==> config.mk <==
export PLATFORM = sky130hd
export DESIGN_NAME = dwpe_seq_ctrl
export DESIGN_NICKNAME = d
export VERILOG_FILES = /design/src/rtl/dwpe_seq_ctrl.sv
export SDC_FILE = /design/constraint.sdc
export NUM_CORES = 1
export LEC_CHECK = 0
export BUFFER_PORTS_ARGS = -buffer_cell sky130_fd_sc_hd__buf_2
export CORE_ASPECT_RATIO = 1.75
export CORE_MARGIN = 8
export CORE_UTILIZATION = 40
export CTS_BUF_LIST = sky130_fd_sc_hd__clkbuf_16
export DETAILED_ROUTE_END_ITERATION = 10
export GPL_TIMING_DRIVEN = 0
export PLACE_DENSITY = 0.64
export RECOVER_POWER = 25
export SLEW_MARGIN = 20
export SYNTH_ARGS = -nofsm -noshare
export SYNTH_HDL_FRONTEND = slang
export SYNTH_SLANG_ARGS = --single-unit
==> constraint.sdc <==
create_clock -name clk -period 2.8 [get_ports clk]
set_input_delay 0.42 -clock clk [delete_from_list [all_inputs] [get_ports clk]]
set_output_delay 0.42 -clock clk [all_outputs]
set_load 0.005 [all_outputs]
==> src/rtl/dwpe_seq_ctrl.sv <==
// -----------------------------------------------------------------------------
// dwpe_seq_ctrl
//   Tap sequencer for the depthwise PE array. For every channel of a tile it
//   steps the KS x KS kernel taps, issuing weight-buffer reads, pixel-window
//   selects, PE enable and accumulator clear. It also flags the cycle in which
//   each channel's array result becomes final.
//
// Ports
//   clk          rising-edge clock
//   rst          asynchronous active-high reset
//   start        one-cycle tile request, sampled only in IDLE
//   num_ch       channels in tile, sampled with start
//   pix_ready    pixel window buffer can supply data this cycle (0 = stall)
//   busy         high while the tile is being issued / drained
//   done         one-cycle pulse once every channel has been captured
//   wt_rd_en     weight buffer read strobe (pix_ready-gated)
//   wt_rd_addr   ch*KS*KS + ky*KS + kx of the tap being read
//   dwpe_ena     array enable, one cycle after the matching wt_rd_en
//   pix_sel_ky   kernel row of the tap, aligned with dwpe_ena
//   pix_sel_kx   kernel column of the tap, aligned with dwpe_ena
//   acc_clr      accumulator clear, aligned with dwpe_ena of tap (0,0)
//   res_capture  array result for res_ch is final this cycle
//   res_ch       channel index belonging to res_capture
// -----------------------------------------------------------------------------
module dwpe_seq_ctrl #(
    parameter int KS  = 3,
    parameter int CHW = 8,
    parameter int AW  = 12,
    parameter int LAT = 2,
    localparam int KW = (KS > 1) ? $clog2(KS) : 1
) (
    input  logic           clk,
    input  logic           rst,
    input  logic           start,
    input  logic [CHW-1:0] num_ch,
    input  logic           pix_ready,
    output logic           busy,
    output logic           done,
    output logic           wt_rd_en,
    output logic [AW-1:0]  wt_rd_addr,
    output logic           dwpe_ena,
    output logic [KW-1:0]  pix_sel_ky,
    output logic [KW-1:0]  pix_sel_kx,
    output logic           acc_clr,
    output logic           res_capture,
    output logic [CHW-1:0] res_ch
);

    typedef enum logic [1:0] {
        S_IDLE  = 2'd0,
        S_RUN   = 2'd1,
        S_DRAIN = 2'd2,
        S_DONE  = 2'd3
    } state_t;

    state_t         state_q;
    logic           busy_q;
    logic           done_q;
    logic [CHW-1:0] num_ch_q;
    logic [CHW-1:0] ch_q;
    logic [KW-1:0]  ky_q;
    logic [KW-1:0]  kx_q;
    logic [AW-1:0]  addr_q;

    // Stage-1 (array-side) registers
    logic           s1_vld_q;
    logic [KW-1:0]  s1_ky_q;
    logic [KW-1:0]  s1_kx_q;
    logic           s1_clr_q;
    logic           s1_last_q;
    logic [CHW-1:0] s1_ch_q;

    // Latency pipeline: only channel-final taps are carried
    logic [LAT-1:0] lat_last_q;
    logic [CHW-1:0] lat_ch_q [LAT];

    logic issue;
    logic kx_wrap;
    logic ky_wrap;
    logic ch_wrap;
    logic pending;

    // The only input-to-output path: a stalled pixel buffer suppresses the read.
    assign issue   = (state_q == S_RUN) && pix_ready;
    assign kx_wrap = (kx_q == KW'(KS - 1));
    assign ky_wrap = (ky_q == KW'(KS - 1));
    assign ch_wrap = (ch_q == (num_ch_q - CHW'(1)));

    // The final tap of a tile is always a channel-final tap and the youngest
    // entry in flight, so the tile is drained once it has reached the last
    // latency stage. Older, non-final taps need no tracking.
    always_comb begin
        pending = s1_vld_q;
        for (int k = 0; k < LAT - 1; k++) begin
            pending = pending | lat_last_q[k];
        end
    end

    // Control FSM with its registered status outputs and tap counters
    always_ff @(posedge clk or posedge rst) begin
        if (rst) begin
            state_q  <= S_IDLE;
            busy_q   <= 1'b0;
            done_q   <= 1'b0;
            num_ch_q <= '0;
            ch_q     <= '0;
            ky_q     <= '0;
            kx_q     <= '0;
            addr_q   <= '0;
        end else begin
            case (state_q)
                S_IDLE: begin
                    done_q <= 1'b0;
                    if (start) begin
                        ch_q   <= '0;
                        ky_q   <= '0;
                        kx_q   <= '0;
                        addr_q <= '0;
                        if (num_ch != '0) begin
                            num_ch_q <= num_ch;
                            busy_q   <= 1'b1;
                            state_q  <= S_RUN;
                        end else begin
                            // Empty tile: report completion without issuing taps
                            done_q  <= 1'b1;
                            state_q <= S_DONE;
                        end
                    end
                end
                S_RUN: begin
                    if (issue) begin
                        // Taps are issued in address order, so the address
                        // simply counts up alongside the (ch,ky,kx) counters.
                        addr_q <= addr_q + AW'(1);
                        if (kx_wrap) begin
                            kx_q <= '0;
                            if (ky_wrap) begin
                                ky_q <= '0;
                                if (ch_wrap) begin
                                    ch_q    <= '0;
                                    state_q <= S_DRAIN;
                                end else begin
                                    ch_q <= ch_q + CHW'(1);
                                end
                            end else begin
                                ky_q <= ky_q + KW'(1);
                            end
                        end else begin
                            kx_q <= kx_q + KW'(1);
                        end
                    end
                end
                S_DRAIN: begin
                    if (!pending) begin
                        busy_q  <= 1'b0;
                        done_q  <= 1'b1;
                        state_q <= S_DONE;
                    end
                end
                S_DONE: begin
                    done_q  <= 1'b0;
                    addr_q  <= '0;
                    state_q <= S_IDLE;
                end
                default: begin
                    state_q <= S_IDLE;
                end
            endcase
        end
    end

    // Stage 1: delay the issued tap by one cycle to line up with weight data.
    // Selects are forced to zero on bubbles so idle outputs stay quiet.
    always_ff @(posedge clk or posedge rst) begin
        if (rst) begin
            s1_vld_q  <= 1'b0;
            s1_ky_q   <= '0;
            s1_kx_q   <= '0;
            s1_clr_q  <= 1'b0;
            s1_last_q <= 1'b0;
            s1_ch_q   <= '0;
        end else begin
            s1_vld_q  <= issue;
            s1_ky_q   <= issue ? ky_q : '0;
            s1_kx_q   <= issue ? kx_q : '0;
            s1_clr_q  <= issue && (ky_q == '0) && (kx_q == '0);
            s1_last_q <= issue && ky_wrap && kx_wrap;
            s1_ch_q   <= issue ? ch_q : '0;
        end
    end

    // Latency pipeline from dwpe_ena to final array result
    always_ff @(posedge clk or posedge rst) begin
        if (rst) begin
            lat_last_q <= '0;
            for (int k = 0; k < LAT; k++) begin
                lat_ch_q[k] <= '0;
            end
        end else begin
            lat_last_q[0] <= s1_last_q;
            lat_ch_q[0]   <= s1_last_q ? s1_ch_q : '0;
            for (int k = 1; k < LAT; k++) begin
                lat_last_q[k] <= lat_last_q[k-1];
                lat_ch_q[k]   <= lat_ch_q[k-1];
            end
        end
    end

    assign busy        = busy_q;
    assign done        = done_q;
    assign wt_rd_en    = issue;
    assign wt_rd_addr  = addr_q;
    assign dwpe_ena    = s1_vld_q;
    assign pix_sel_ky  = s1_ky_q;
    assign pix_sel_kx  = s1_kx_q;
    assign acc_clr     = s1_clr_q;
    assign res_capture = lat_last_q[LAT-1];
    assign res_ch      = lat_ch_q[LAT-1];

endmodule

==> flow_summary.yaml <==
sta:
  final.period_utilization_pct: 85.6
  fin_hold_ws_ps: 288
  fin_worst_skew_ps: 3.09
  finalSetupViolCount: 0
  fmax_ghz: 0.417
  tightest_slew_ps: 1060
  setup_tns_ps: 0
  max-slew-margin-rel_pct: 28.8
  rsz0062_at_grt: "no"
  final.min_clock_period_ps: 2400
  hold_violations: 0
  slew_viol_final: 0
cells_and_area:
  final_nets: 368
  fillerInstances: 724
  drive_above_1_share_pct: 25.4
  area_growth_pct: 19.5
  diodes: 0
global_routing:
  grt_max_degree: 45
  grt_pass1_vias: 2289
  antenna_found_initial: 0
  grt_use_total_pct: 12.0
  grt-ovfl-total: 0
  grt_pass1_wl_mm: 11.0
worst_hold_path:
  hp-class: "in2async"
clock_network:
  cts_tree: "built"
  cts.sink_count: 69
  htree_levels: 3
  cts_setup_buffers: 0
  cts_max_path_buffers: 2
  cts_root_buf: "clkbuf_16"
  clk_latency_ps: 320
  hold_buffers: 0
  post_cts_resize_count: 0
  cts-buffers-inserted: 9
  path_clk_slew_ps: 50
route:
  routed_wl_mm: 6.28
  dr.pass1.iters: 4
  vias: 2263
  route.detailed.drc: 0
  viasPerCell: 5.10
  drt_iter0_drc: 114
  ant_nets: 0
  wl_per_cell_um: 14.2
logic_synthesis:
  synth_nets: 315
  synth.largest_area_cell: "dfrtp_1"
  synth_warnings: 0
  ys_seq_elements: 69
  syn_area_per_cell_um2: 10.9
  synth_top_area_share_pct: 53.7
  ys_seq_area_share_pct: 53.7
  synthCells: 296
  synth_common_cells: "dfrtp_1, nand2_1, and3_1, inv_1"
  synth.cell_area_um2: 3210
  netlist_top_cells_area: "dfrtp_1, and3_1, mux2_2"
  async_reset_ff_share_pct: 100
  synth_edf_count: 0
  synth.most_common_cell: "dfrtp_1"
  synth_cell_type_count: 50
  synth_ff_type: "dfrtp_1"
worst_setup_path:
  crit_buf_inv: 2
  crit_required_ps: 3040
  startpoint_type: "register"
  max_stage_delay_ps: 330
  cp_max_fo: 9
  critPathTopFamily: "compound AO/OA/AOI/OAI gates"
  worstPathArrival_ps: 2640
  worstSetupEndpointType: "register"
  cp_slowest_cell: "nor4b_4"
  crit_path_cell_trace: "clkbuf_1 > inv_1 > ha_1 > xor2_1 > o211ai_1 > nor4b_4 > o211ai_4 > a21oi_4 > mux2i_1"
  worstSetupPathType: "reg2reg"
die:
  num_io_pins: 42
  std_cell_rows: 43
  die_w_um: 83.8
  die_y_um: 135
  core_um2: 7860
  start_util_pct: 40.9
  dieArea_um2: 11300
power:
  leakagePower_nw: 1.88
  ir_worst_vdd_mv: 0.506
  power_mw: 3.72
  p_per_area_nw_per_um2: 968
run_status:
  status: "finished clean"
placed_design:
  portBuffers: 41
  dp_hpwl_mm: 4.72
  place_congestion: 0.810
flow_run:
  maxCapViolations: 0
==> cell type report <==
type | count | area, um^2 | area share (%)
flip-flops and latches | 69 | 1730 | 45.0
multi-input cells | 193 | 1330 | 34.5
clock buffers | 9 | 225 | 5.87
repair buffers | 42 | 210 | 5.47
well taps | 90 | 113 | 2.93
plain buffers | 17 | 97.6 | 2.54
clock inverters | 7 | 76.3 | 1.99
inverters | 17 | 65.1 | 1.69
==> state kept, by name (all words and copies together), names as in the netlist, 2 cells and up <==
name,flops
wt_rd_addr,12
ch_q,8
lat_ch_q,8
num_ch_q,8
res_ch,8
s1_ch_q,8
kx_q,2
ky_q,2
lat_last_q,2
pix_sel_kx,2
pix_sel_ky,2
state_q,2
==> cells by family after synthesis <==
logic type | Yosys count | share of synthesized area [%]
AND/OR/NAND/NOR | 109 | 19.2
flip-flops | 69 | 53.7
AO/OA/AOI/OAI | 50 | 11.2
buffers and inverters | 34 | 5.02
XOR/XNOR | 15 | 4.09
multiplexers | 12 | 4.05
adder cells (fa/ha/maj) | 7 | 2.72
==> path summary, 6_finish.rpt <==
path,from,end,slack (ps),depth (start not counted)
worst max-delay path,num_ch_q[0],state_q[1],400,9
worst min-delay path,rst,res_ch[7],290,2
worst max register to register,num_ch_q[0],state_q[1],400,9
worst min register to register,lat_ch_q[15],res_ch[7],350,0
max in group asynchronous,rst,busy,990,3
min in group clk,num_ch[5],num_ch_q[5],340,2
==> stage by stage <==
stage | utilization, % | cells | setup WS (ps) | area [um^2]
final | 48.9 | 444 | 402 | 3840
after global routing | 48.9 | 444 | 235 | 3840
after CTS | 49.2 | 444 | 363 | 3860
after detailed placement | 45.3 | 428 | 375 | 3560
after global placement | 45.0 | 427 | -158 | 3530
after floorplan | - | 296 | 640 | 3210
==> layout by cell type, fill, tap and decap left out, drive strengths merged, types with 2 or more instances in the layout <==
cell type  synthesis  layout
o31ai              3       3
o211ai             2       2
nor4               3       3
nand2b             5       5
ha                 7       7
and2               9       9
clkbuf             4      14
inv               17      16
and3              17      17
buf               13      54
a21o               2       2
a31oi              4       4
nor3               7       7
mux2               8       8
clkinv             0       4
dfrtp             69      69
nand3             16      16
o22ai              3       3
a21oi             10      10
nand2             21      21
nor2b              3       3
nand4              5       5
o311ai             2       2
or3                2       2
or2                2       2
nor2              15      15
xnor2              7       7
o21ai             16      16
xor2               8       8
clkinvlp           0       3
mux2i              4       4
==> power by group <==
group,total (mW),internal (mW),switching (mW)
Combinational,1.24,0.519,0.723
Clock,1.10,0.691,0.413
Sequential,1.37,1.17,0.202
==> layer usage <==
layer | vias to the layer above | global-route usage (%) | part of all wire (%)
li1 | 1137 | - | -
met1 | 1081 | 12.7 | 40
met2 | 37 | 20.6 | 54
met3 | 8 | 3.62 | 4.0
met4 | 0 | 6.27 | 1.8
met5 | - | 0 | 0
Power figures use the tool's default switching activity.
